[src/rtl/imm_ext_arbiter.sv]
// ---------------------------------------------------------------------------
// imm_ext_arbiter
//
// Shares one 16-to-32-bit immediate extender between two requesters:
//   port 0 : branch-offset generation
//   port 1 : ALU immediate path
// Requests are round-robin arbitrated, extended by sign_extend_16x32, and
// held in a single-entry registered output buffer until the consumer takes
// them. A drain and a refill may happen in the same cycle.
//
// Configuration macro: IMM_ARB_ZEXT_EN
//   defined   : reqN_zext=1 selects zero-extension for that request
//   undefined : reqN_zext ports are present but ignored (always sign-extend)
//
// Ports:
//   clk, rst          clock; synchronous active-high reset
//   req0_valid/data/zext/ready   port 0 request handshake
//   req1_valid/data/zext/ready   port 1 request handshake
//   rsp_valid, rsp_ready         output buffer handshake
//   rsp_data                     extended result
//   rsp_id                       originating port of rsp_data
// ---------------------------------------------------------------------------

module sign_extend_16x32 #(
  parameter int unsigned IN_W  = 16,
  parameter int unsigned OUT_W = 32
) (
  input  logic [IN_W-1:0]  data,
  input  logic             zext,
  output logic [OUT_W-1:0] result
);

  logic fill;

  always_comb begin
    fill   = zext ? 1'b0 : data[IN_W-1];
    result = {{(OUT_W-IN_W){fill}}, data};
  end

endmodule

module imm_ext_arbiter #(
  parameter int unsigned IN_W  = 16,
  parameter int unsigned OUT_W = 32
) (
  input  logic             clk,
  input  logic             rst,
  input  logic             req0_valid,
  input  logic [IN_W-1:0]  req0_data,
  input  logic             req0_zext,
  output logic             req0_ready,
  input  logic             req1_valid,
  input  logic [IN_W-1:0]  req1_data,
  input  logic             req1_zext,
  output logic             req1_ready,
  output logic             rsp_valid,
  input  logic             rsp_ready,
  output logic [OUT_W-1:0] rsp_data,
  output logic             rsp_id
);

  localparam logic [0:0] ST_EMPTY = 1'b0;
  localparam logic [0:0] ST_FULL  = 1'b1;

  logic [0:0]      state;
  logic            last_grant;
  logic            can_accept;
  logic            grant0;
  logic            grant1;
  logic            accept0;
  logic            accept1;
  logic            accept;
  logic [IN_W-1:0] sel_data;
  logic            sel_zext;
  logic [OUT_W-1:0] ext_result;

  // Buffer can take a new result when empty, or when the current one
  // leaves this same cycle.
  assign can_accept = (state == ST_EMPTY) | rsp_ready;

  // Round-robin: a lone requester always wins; under contention the port
  // that did not win last time is granted.
  always_comb begin
    grant0 = 1'b0;
    grant1 = 1'b0;
    if (req0_valid && req1_valid) begin
      grant0 = last_grant;
      grant1 = ~last_grant;
    end else begin
      grant0 = req0_valid;
      grant1 = req1_valid;
    end
  end

  // Ready is gated by rst so no accept can occur in a reset cycle.
  assign req0_ready = grant0 & can_accept & ~rst;
  assign req1_ready = grant1 & can_accept & ~rst;

  assign accept0 = req0_valid & req0_ready;
  assign accept1 = req1_valid & req1_ready;
  assign accept  = accept0 | accept1;

  assign sel_data = accept1 ? req1_data : req0_data;

`ifdef IMM_ARB_ZEXT_EN
  assign sel_zext = accept1 ? req1_zext : req0_zext;
`else
  logic unused_zext;
  assign unused_zext = req0_zext ^ req1_zext;
  assign sel_zext    = 1'b0;
`endif

  sign_extend_16x32 #(
    .IN_W  (IN_W),
    .OUT_W (OUT_W)
  ) u_ext (
    .data   (sel_data),
    .zext   (sel_zext),
    .result (ext_result)
  );

  always_ff @(posedge clk) begin
    if (rst) begin
      state      <= ST_EMPTY;
      rsp_data   <= '0;
      rsp_id     <= 1'b0;
      last_grant <= 1'b1;
    end else if (accept) begin
      state      <= ST_FULL;
      rsp_data   <= ext_result;
      rsp_id     <= accept1;
      last_grant <= accept1;
    end else if ((state == ST_FULL) && rsp_ready) begin
      state <= ST_EMPTY;
    end
  end

  assign rsp_valid = (state == ST_FULL);

endmodule

[config.mk]
export PLATFORM = sky130hd
export DESIGN_NAME = imm_ext_arbiter
export DESIGN_NICKNAME = d
export VERILOG_FILES = /design/src/rtl/imm_ext_arbiter.sv
export SDC_FILE = /design/constraint.sdc
export NUM_CORES = 1
export LEC_CHECK = 0
export CORE_MARGIN = 1
export CORE_UTILIZATION = 40
export DETAILED_ROUTE_END_ITERATION = 8
export PLACE_DENSITY = 0.85
export SLEW_MARGIN = 40
export SYNTH_ARGS = -nofsm -noshare
export SYNTH_HDL_FRONTEND = slang
export SYNTH_SLANG_ARGS = --single-unit
[constraint.sdc]
create_clock -name clk -period 4.55 [get_ports clk]
set_input_delay 1.1375 -clock clk [delete_from_list [all_inputs] [get_ports clk]]
set_output_delay 1.1375 -clock clk [all_outputs]
set_load 0.01 [all_outputs]
==> summary.md <==
| Metric | Value |
|---|---|
| Number of buffer and inverter instances along the worst setup path | `2` |
| Initial antenna violation count | `0` |
| Drt via density | `6.15` |
| Clock transition at the registers of the reported paths | `about 0.11 ns` |
| CTS HTree Levels | `1` |
| PD cells | `approximately 240 mW/mm2` |
| Number of placed I/O pins | `75` |
| Die W | `57.7 um` |
| Tcrit/Tclk final | `0.862` |
| Number of max-slew violations in the final report | `0` |
| Number of warnings issued by yosys | `0` |
| WP data required | `3.41 ns` |
| Reg-to-reg slack, setup | `roughly 3 ns` |
| Syn avg cell area | `between 8 and 9 um2` |
| Post-synthesis cell type with the largest combined area | `sky130_fd_sc_hd__dfxtp_1` |
| Top-area cell type share of the netlist area | `0.307` |
| Fraction of registers with async set/reset | `0` |
| Ranking of synthesized cells by area | `sky130_fd_sc_hd__dfxtp_1 (31%), sky130_fd_sc_hd__a311oi_2 (12%), sky130_fd_sc_hd__buf_4 (9.7%), sky130_fd_sc_hd__o31ai_1 (9.7%), sky130_fd_sc_hd__a31oi_1 (8.6%)` |
| Number of hold-repair buffers added at the cts stage | `0` |
| Core Region | `about 0.0029 mm2` |
| Layout Nets | `approximately 220` |
| Worst ir drop on vdd | `~160 uV` |
| First-pass GRT wire length | `~5400 um` |
| Maximum clock path buffer count | `2` |
| Total grt overflow | `0` |
| Most congested layer reported by global routing | `met2` |
| Violated checks | `DRC` |
| Die outline height | `about 58 um` |
| Initial core utilization | `0.434` |
| Max Clock Skew | `approximately 0.0018 ns` |
| Syn Nets | `roughly 180` |
| Resize count post-CTS | `0` |
| Most frequently used cell type in the post-synthesis netlist | `sky130_fd_sc_hd__dfxtp_1` |
| Post-place instance area | `around 0.0018 mm2` |
| Cell-by-cell listing of the critical path | `clkdlybuf4s50_1 -> a21bo_2 -> nor3_1 -> clkdlybuf4s50_1` |
| Cell Area, Synth | `between 0.001 and 0.0015 mm2` |
| Clock insertion delay at the later pin of the skew report | `a little under 0.3 ns` |
| Total clock buffers created by CTS | `3` |
| Number of max-cap violations | `0` |
| Leakage power total | `slightly below 0.6 nW` |
| GP Congestion | `0.705` |
| Sequential share of the synthesized area | `0.307` |
| Highest clock frequency the design can meet | `255 MHz` |
| Number of global-route vias before repair | `1,215` |
| Flops & latches, synth | `19` |
| Die Area | `0.00332 mm2` |
| Family with the most delay on the worst path | `buffers and inverters` |
| Master cell of the clock root buffer | `sky130_fd_sc_hd__clkbuf_4` |
| Final ANT Viol Nets | `0` |
| Worst setup path category | `input pin to output pin` |
| Final cell area excluding filler cells | `0.00183 mm2` |
| Met2 routing resource usage after global routing | `0.377` |
| GRT met3 Usage | `0.0536` |
| Distinct cells, synth | `25` |
| Fill cell count | `~240` |
| Kind of end point of the critical path | `output pin` |
| Critical path peak fanout | `17` |
| DRC Markers | `5` |
| Gr usage total | `0.202` |
| Slowest cell on the critical path | `sky130_fd_sc_hd__clkdlybuf4s50_1` |
| Status | `finished, violations left` |
| Buffers inserted during post-CTS setup optimization | `0` |
| CTS tree | `done` |
| Leading register cell type out of synthesis | `sky130_fd_sc_hd__dfxtp_1` |
| Count of clock tree sinks | `19` |
| Number of search-and-repair iterations in the first detailed-routing pass | `8` |
| Final hold violations | `0` |
| Hold crit path type | `flop to flop` |
| Largest stage delay on the critical path | `0.57 ns` |
| EDFF count, synth | `0` |
| Global-route met1 utilization | `0.227` |
| Data arrival time at the worst-slack endpoint | `about 2.8 ns` |
| RSZ-0062 raised after global routing | `no` |
| Most prevalent standard cell on the critical path | `sky130_fd_sc_hd__clkdlybuf4s50_1` |
| Pin count of the biggest net entering global routing | `35` |
| Row count | `19` |
| Half-perimeter wire length of the detailed placement result | `roughly 2300 um` |
| Summed negative setup slack over all endpoints | `0 ns` |
| Total number of vias | `~1,300` |
| Post-Route WL | `roughly 3400 um` |
| Transition time at the pin with the least slew margin | `0.738 ns` |
| Count of buffers from port buffering | `72` |
| Critical Path Start Type | `input pin` |
| Antenna fix cells | `0` |
| Detailed router's first-iteration violation count | `44` |
| Setup violations, final | `0` |
| Instance count of the mapped netlist | `approximately 140` |
| Layout Area Growth over Synthesis | `47.6%` |
| Shortest clock period the worst path allows after layout | `between 3 and 4 ns` |
| Relative slew slack | `0.505` |
| Most frequent cells after synthesis | `sky130_fd_sc_hd__dfxtp_1 (19), sky130_fd_sc_hd__a31oi_1 (17), sky130_fd_sc_hd__buf_4 (16), sky130_fd_sc_hd__nand4_1 (16), sky130_fd_sc_hd__o31ai_1 (16)` |
| Share of cells above drive strength 1 | `0.110` |
| Routed wire length per instance | `about 16 um` |
==> cell usage in the layout (no fill, tap or decap), drive strengths merged, types with 2 or more instances in the layout <==
cell type	netlist	final
clkdlybuf4s50	0	72
dfxtp	19	19
a31oi	17	17
o31ai	16	16
nand4	16	16
a311oi	16	16
clkbuf	8	4
o21ai	3	3
buf	28	3
inv	3	3
nor3	2	2
==> through the flow <==
step	setup WS [ns]	utilization	hold WS (ns)	total power [W]	std cells
after floorplan	1.30	-	0.494	0.000288	138
after global placement	0.669	0.632	0.467	0.000358	208
after detailed placement	0.650	0.632	0.470	0.000362	208
after CTS	0.635	0.641	0.489	0.000445	212
after global routing	0.577	0.641	0.544	0.000465	212
final	0.630	0.641	0.484	0.000444	212
==> routing by layer <==
layer,vias up,share of wire
li1,621,-
met2,55,0.49
met5,-,0
met3,4,0.077
met1,624,0.43
met4,0,0.0070
==> sequential cells by signal (all words and copies together), names as in the netlist <==
signal / cells
rsp_data: 16
rsp_id: 1
last_grant: 1
rsp_valid: 1
==> power breakdown <==
| group | switching, W | internal, W |
|---|---|---|
| clock network | 0.0000516 | 0.0000341 |
| registers | 0.0000103 | 0.000180 |
| logic | 0.0000744 | 0.0000933 |
| total | 0.000136 | 0.000308 |
==> tightest hold or removal path, stage by stage, from the launching register on <==
cell,delay (ns)
sky130_fd_sc_hd__dfxtp_1,0.33
sky130_fd_sc_hd__o21ai_0,0.06
sky130_fd_sc_hd__a21oi_1,0.06
==> area by class of cell <==
type	instances	area, um2	area share
multi-input combinational	80	628	0.344
inverter	3	11.3	0.00616
clock buffer	4	26.3	0.0144
timing repair buffer	75	743	0.407
tap	31	38.8	0.0212
sequential	19	380	0.208
==> path summary, 6_finish.rpt <==
kind | from | endpoint | cells after the start
min reg2reg | rsp_id | rsp_id | 2
max reg2reg | rsp_valid | rsp_data[6] | 4
min | rsp_id | rsp_id | 2
max | req1_valid | req1_ready | 4
==> cells by family (layout without fill, tap and decap cells) <==
group	count (synthesis)	count (layout)	synth area share
AOI/OAI and AO/OA	56	56	0.387
buffers and inverters	39	82	0.186
and+or+nand+nor	24	24	0.120
DFF	19	19	0.307
(Power assumes the default switching activity.)
